`config.mk`:
```
export PLATFORM = sky130hd
export DESIGN_NAME = tx_sched_flat
export DESIGN_NICKNAME = d
export VERILOG_FILES = /design/src/rtl/tx_sched_if.sv /design/src/rtl/tx_sched.sv /design/src/flat_wrapper.sv
export SDC_FILE = /design/constraint.sdc
export NUM_CORES = 1
export LEC_CHECK = 0
export BUFFER_PORTS_ARGS = -buffer_cell sky130_fd_sc_hd__buf_2
export CELL_PAD_IN_SITES_DETAIL_PLACEMENT = 1
export CELL_PAD_IN_SITES_GLOBAL_PLACEMENT = 1
export CORE_MARGIN = 2
export CORE_UTILIZATION = 30
export DETAILED_ROUTE_END_ITERATION = 8
export PLACE_DENSITY = 0.68
export SYNTH_ARGS = -nofsm -noshare
export SYNTH_HDL_FRONTEND = slang
export SYNTH_SLANG_ARGS = --single-unit
```
`constraint.sdc`:
```
create_clock -name clk -period 1.75 [get_ports clk]
set_input_delay 0.0875 -clock clk [delete_from_list [all_inputs] [get_ports clk]]
set_output_delay 0.0875 -clock clk [all_outputs]
set_load 0.01 [all_outputs]
```
`src/rtl/tx_sched_if.sv`:
```
// tx_sched_if: TX FIFO read port and bit-transmitter handshake bundle.
// The scheduler (master) pops the FIFO and starts frames; FIFO/transmitter side is the slave.
interface tx_sched_if;
    logic       fifo_empty;
    logic [7:0] fifo_dout;
    logic       fifo_rd;
    logic       tx_rdy;
    logic [7:0] tx_din;
    logic       tx_en;

    modport master (
        input  fifo_empty, fifo_dout, tx_rdy,
        output fifo_rd, tx_din, tx_en
    );

    modport slave (
        output fifo_empty, fifo_dout, tx_rdy,
        input  fifo_rd, tx_din, tx_en
    );
endinterface

```
`src/rtl/tx_sched.sv`:
```
// tx_sched: drains the TX FIFO into the bit transmitter one frame at a time, with CTS flow control,
// a programmable post-frame idle gap in baud ticks, flush, start-timeout detection and a sent counter.
module tx_sched #(
    parameter int GAP_TICKS = 1,
    parameter int CTS_SYNC  = 2,
    parameter int START_TO  = 64
) (
    input  logic        clk,
    input  logic        rst,
    input  logic        bclk,
    input  logic        cts,
    input  logic        flush,
    tx_sched_if.master  bus,
    output logic        busy,
    output logic        err_start,
    output logic [15:0] sent_cnt
);
    localparam int GW = GAP_TICKS > 1 ? $clog2(GAP_TICKS) : 1;
    localparam int TW = START_TO > 1 ? $clog2(START_TO) : 1;

    typedef enum logic [2:0] {IDLE, POP, LOAD, START, WAIT_BUSY, WAIT_DONE, GAP, DROP} state_t;

    state_t              state;
    state_t              state_nx;
    logic [CTS_SYNC-1:0] cts_sync;
    logic                cts_s;
    logic [GW-1:0]       gap_cnt;
    logic [TW-1:0]       to_cnt;
    logic                gap_last;
    logic                to_last;

    assign cts_s    = cts_sync[CTS_SYNC-1];
    assign gap_last = gap_cnt == GW'(GAP_TICKS - 1);
    assign to_last  = to_cnt == TW'(START_TO - 1);

    // Synchronise the asynchronous CTS; it resets to "not clear" so nothing leaves before the peer agrees
    always_ff @(posedge clk or negedge rst)
        if (!rst) cts_sync <= '0;
        else      cts_sync <= {cts_sync[CTS_SYNC-2:0], cts};

    // Next-state decision; flush and CTS are only looked at in IDLE so a started frame always completes
    always_comb begin
        state_nx = state;
        case (state)
            IDLE:      state_nx = bus.fifo_empty ? IDLE : flush ? DROP : cts_s ? POP : IDLE;
            POP:       state_nx = LOAD;
            LOAD:      state_nx = START;
            START:     state_nx = WAIT_BUSY;
            WAIT_BUSY: state_nx = !bus.tx_rdy ? WAIT_DONE : to_last ? IDLE : WAIT_BUSY;
            WAIT_DONE: state_nx = !bus.tx_rdy ? WAIT_DONE : GAP_TICKS > 0 ? GAP : IDLE;
            GAP:       state_nx = bclk && gap_last ? IDLE : GAP;
            DROP:      state_nx = IDLE;
            default:   state_nx = IDLE;
        endcase
    end

    // State register with outputs registered from the next state, so they are pure decodes of state
    always_ff @(posedge clk or negedge rst)
        if (!rst) begin
            state       <= IDLE;
            bus.fifo_rd <= 1'b0;
            bus.tx_en   <= 1'b0;
            bus.tx_din  <= 8'h00;
            busy        <= 1'b0;
            err_start   <= 1'b0;
            sent_cnt    <= '0;
            gap_cnt     <= '0;
            to_cnt      <= '0;
        end else begin
            state       <= state_nx;
            bus.fifo_rd <= state_nx == POP || state_nx == DROP;
            bus.tx_en   <= state_nx == START;
            busy        <= state_nx != IDLE;
            err_start   <= state == WAIT_BUSY && bus.tx_rdy && to_last;
            to_cnt      <= state == WAIT_BUSY ? to_cnt + 1'b1 : '0;
            gap_cnt     <= state == GAP ? gap_cnt + GW'(bclk) : '0;
            if (state == LOAD) bus.tx_din <= bus.fifo_dout;
            if (state == WAIT_DONE && bus.tx_rdy) sent_cnt <= sent_cnt + 1'b1;
        end
endmodule

```
`src/flat_wrapper.sv`:
```
// flat-port wrapper written by rule: the top's interface ports become plain ports
module tx_sched_flat 
#(
    parameter int GAP_TICKS = 1,
    parameter int CTS_SYNC  = 2,
    parameter int START_TO  = 64
)
  (clk, rst, bclk, cts, flush, busy, err_start, sent_cnt, bus_fifo_empty, bus_fifo_dout, bus_tx_rdy, bus_fifo_rd, bus_tx_din, bus_tx_en);
  tx_sched_if bus_i ();
  input  logic clk;
  input  logic rst;
  input  logic bclk;
  input  logic cts;
  input  logic flush;
  output logic busy;
  output logic err_start;
  output logic [15:0] sent_cnt;
  input wire logic [$bits(bus_i.fifo_empty)-1:0] bus_fifo_empty;
  input wire logic [$bits(bus_i.fifo_dout)-1:0] bus_fifo_dout;
  input wire logic [$bits(bus_i.tx_rdy)-1:0] bus_tx_rdy;
  output wire logic [$bits(bus_i.fifo_rd)-1:0] bus_fifo_rd;
  output wire logic [$bits(bus_i.tx_din)-1:0] bus_tx_din;
  output wire logic [$bits(bus_i.tx_en)-1:0] bus_tx_en;
  assign bus_i.fifo_empty = bus_fifo_empty;
  assign bus_i.fifo_dout = bus_fifo_dout;
  assign bus_i.tx_rdy = bus_tx_rdy;
  assign bus_fifo_rd = bus_i.fifo_rd;
  assign bus_tx_din = bus_i.tx_din;
  assign bus_tx_en = bus_i.tx_en;
  tx_sched #(.GAP_TICKS(GAP_TICKS), .CTS_SYNC(CTS_SYNC), .START_TO(START_TO)) u_core (.clk(clk), .rst(rst), .bclk(bclk), .cts(cts), .flush(flush), .bus(bus_i), .busy(busy), .err_start(err_start), .sent_cnt(sent_cnt));
endmodule
```
==> flow_metrics.py <==
metrics = {
    "die": {
        "placeableCoreArea_sq_mm": 0.005816,
        "die_w_microns": 81.09,
        "io_pins": 43,
        "start_util_pct": 30.66,
        "die_h_microns": 81.09,
        "dieArea_sq_mm": 0.006576,
        "rows": 28,
    },
    "min_path": {
        "hold_depth": 2,
        "hold_start": "bus_fifo_dout[7]",
        "min_path_type": "in2reg",
        "min_to": "u_core.bus.tx_din[7]",
    },
    "clocking": {
        "clk_pin_slew_ns": 0.08,
        "cts_tree": "yes",
        "cts_resized": 0,
        "cts_root_buffer": "clkbuf_8",
        "clockBufferDepth": 2,
        "cts.sinks": 40,
        "htree_levels": 2,
        "clk_latency_ns": 0.30,
        "numCtsBuffers": 5,
    },
    "timing": {
        "finalSetupViolCount": 0,
        "max_freq_mhz": 594.8,
        "skew_ns": 0.009351,
        "final_max_slew_viol_count": 0,
        "fin_ws_ns": 0.06875,
        "period_share_pct": 96.07,
        "max_slew.worst_pin.slew_ns": 0.5072,
        "slew_headroom_pct": 66.18,
        "timing_hold_violations_final": 0,
        "final.setup.tns_ns": 0,
        "holdWs_ns": 0.01834,
        "grt_setup_unrepaired": "false",
        "post-route-min-period_ns": 1.681,
    },
    "finish": {
        "final_util_pct": 38.70,
        "register_area_sq_mm": 0.001001,
        "drive_above_1_share_pct": 35.15,
        "finalNetCount": 219,
        "n_fill_cell": 681,
        "multi_input_area_sq_um": 725.7,
        "layout-area-overhead-vs-synth_pct": 26.25,
        "n_antenna_cell": 0,
    },
    "critical_path": {
        "worst_ep_required_time_ns": 1.93,
        "start_kind": "register",
        "timing.rr.end": "u_core.busy",
        "reg2reg_from": "u_core.to_cnt[0]",
        "path_class": "reg2reg",
        "rrSetupSlack_ns": 0.07,
        "r2r_cells": 5,
        "end_kind": "register",
        "worstPathArrival_ns": 1.86,
        "crit_fanout": 3,
    },
    "synthesis": {
        "synthArstFlopShare_pct": 100.0,
        "synth_compound_area_share_pct": 5.965,
        "synth-seq-cells": 40,
        "synth_flop_cell": "dfrtp_1",
        "synth_area_sq_mm": 0.001783,
        "synth_xor_area_share_pct": 9.333,
        "yosysUniqueCellTypes": 36,
        "synth.mux.area_fraction_pct": 5.614,
        "synth-simple-area-share_pct": 17.68,
        "synth.avg_cell_area_sq_um": 12.13,
        "synth_edf_count": 0,
        "yosysSeqAreaShare_pct": 56.14,
        "synth_top_family_by_area": "simple AND/OR/NAND/NOR gates",
        "netlist_instances": 147,
        "synth_nets": 165,
        "yosys_warnings": 0,
        "synth-adder-area-share_pct": 2.105,
    },
    "power_and_ir_drop": {
        "vdd_drop_max_v": 0.0005357,
        "power_leakage_nw": 1.107,
        "p_sw_share_pct": 32.47,
        "p_int_mw": 2.094,
        "p_clk_share_pct": 24.3,
        "p_per_area_mw_per_mm2": 1377,
        "seqPwrFrac_pct": 42.9,
        "p_comb_share_pct": 32.8,
        "p_switching_mw": 1.007,
    },
    "routing": {
        "first_pass_iters": 4,
        "antenna_left": 0,
        "vias": 1271,
        "viasPerCell": 4.588,
        "drt-total-wl_mm": 3.652,
        "wire_per_inst_microns": 13.18,
        "drc": 0,
        "drt_iter0_drc": 30,
    },
    "global_route": {
        "grt-ovfl-total": 0,
        "grt_max_degree": 22,
        "grt_util_all_layers_pct": 12.30,
        "grt_pass1_vias": 1314,
        "antenna_found_initial": 0,
        "grt_pass1_wl_mm": 6.154,
    },
    "placement": {
        "place_congestion": 0.7492,
        "hpwl_mm": 2.752,
        "port_buffers": 42,
        "post-place-ws_ns": 0.07678,
    },
    "run": {
        "maxCapViolCount": 0,
    },
    "status": {
        "status": "finished clean",
    },
}
[routing by layer]
layer | routed length, microns | part of all wire (%) | track usage, %
met4 | 59 | 1.6 | 5.593
met1 | 1617 | 44 | 15.25
met2 | 1778 | 49 | 19.92
met5 | 0 | 0 | 0
met3 | 196 | 5.4 | 3.444
[flip-flops by register name, indices dropped and copies added, names as in the netlist]
signal / count
u_core.bus.fifo_rd: 1
u_core.bus.tx_din: 8
u_core.bus.tx_en: 1
u_core.busy: 1
u_core.cts_sync: 2
u_core.err_start: 1
u_core.gap_cnt: 1
u_core.sent_cnt: 16
u_core.state: 3
u_core.to_cnt: 6
[layout make-up]
cell class              count  area share (%)
clock buffers               6           3.224
multi-input cells          98           32.24
clock inverters             2           1.556
inverters                   6           1.001
repair buffers             50           13.34
flip-flops and latches     40           44.47
well taps                  75           4.169
[through the flow]
step	power, mW	area, sq um	instances
6_report	3.100	2251	277
5_1_grt	3.303	2251	277
4_1_cts	3.158	2251	277
3_5_place_dp	2.382	2123	267
3_3_place_gp	2.347	2123	267
2_1_floorplan	2.014	1783	147
[layout by cell type, fill, tap and decap left out, types with 2 or more instances in the layout]
cell / synthesis / routed
ha_1: 3 / 3
a21oi_1: 2 / 2
nand3_1: 9 / 9
dfrtp_1: 40 / 40
xor2_1: 8 / 8
xnor2_1: 11 / 11
o21ai_0: 3 / 3
dlygate4sd3_1: 0 / 2
nand2_1: 13 / 13
buf_2: 0 / 42
buf_4: 0 / 4
inv_1: 6 / 6
mux2_2: 8 / 8
nor3_1: 4 / 4
buf_12: 0 / 2
or3_1: 2 / 2
and3_1: 2 / 2
clkbuf_8: 0 / 5
nor2_1: 11 / 11
nand4_1: 2 / 2
[critical path, stage by stage, from the launching register on]
cell and delay, ns:
dfrtp_1 0.38, ha_1 0.21, nand2_1 0.12, o41ai_4 0.39
o21ai_2 0.12, or3_1 0.36
[power groups by stage]
stage	clock, mW	combinational [mW]	sequential [mW]
global placement	0	1.01	1.34
global route	0.814	1.12	1.37
CTS	0.788	1.03	1.34
detailed placement	0	1.03	1.35
finish	0.753	1.02	1.33
floorplan	0	0.664	1.35
[cell usage after synthesis (all sizes together) (3+ instances only)]
cell   number  area [sq um]
nand3       9         45.04
ha          3         37.54
xor2        8         70.07
o21ai       4         23.77
nand4       3         25.02
nor2       11         41.29
nand2      13         48.80
xnor2      11         96.34
nor3        5         36.29
dfrtp      40          1001
mux2        8         90.09
buf         3         33.78
inv         6         22.52
[worst max path at each step]
stage,end,depth (start not counted),startpoint,slack (ns)
final,u_core.busy,5,u_core.to_cnt[0],0.07
after floorplan,u_core.busy,5,u_core.to_cnt[0],0.21
after CTS,u_core.busy,5,u_core.to_cnt[0],0.06
after detailed placement,u_core.busy,5,u_core.to_cnt[0],0.08
after global placement,u_core.busy,5,u_core.to_cnt[0],0.14
after global routing,u_core.busy,5,u_core.to_cnt[0],0.004
[cell families after synthesis]
kind of cell	after synthesis
DFF	40
muxes	9
xor gates and xnor gates	19
AOI/OAI and AO/OA	12
buffers and inverters	9
and+or+nand+nor	55
adders and majority gates	3
[repair_timing]
| item | CTS | global route |
|---|---|---|
| endpoints found under the hold margin | 21 | 0 |
| hold buffers | 2 | 0 |
| setup endpoints to repair | 0 | 0 |
| buffers inserted | 0 | 0 |
(Power assumes the default switching activity.)
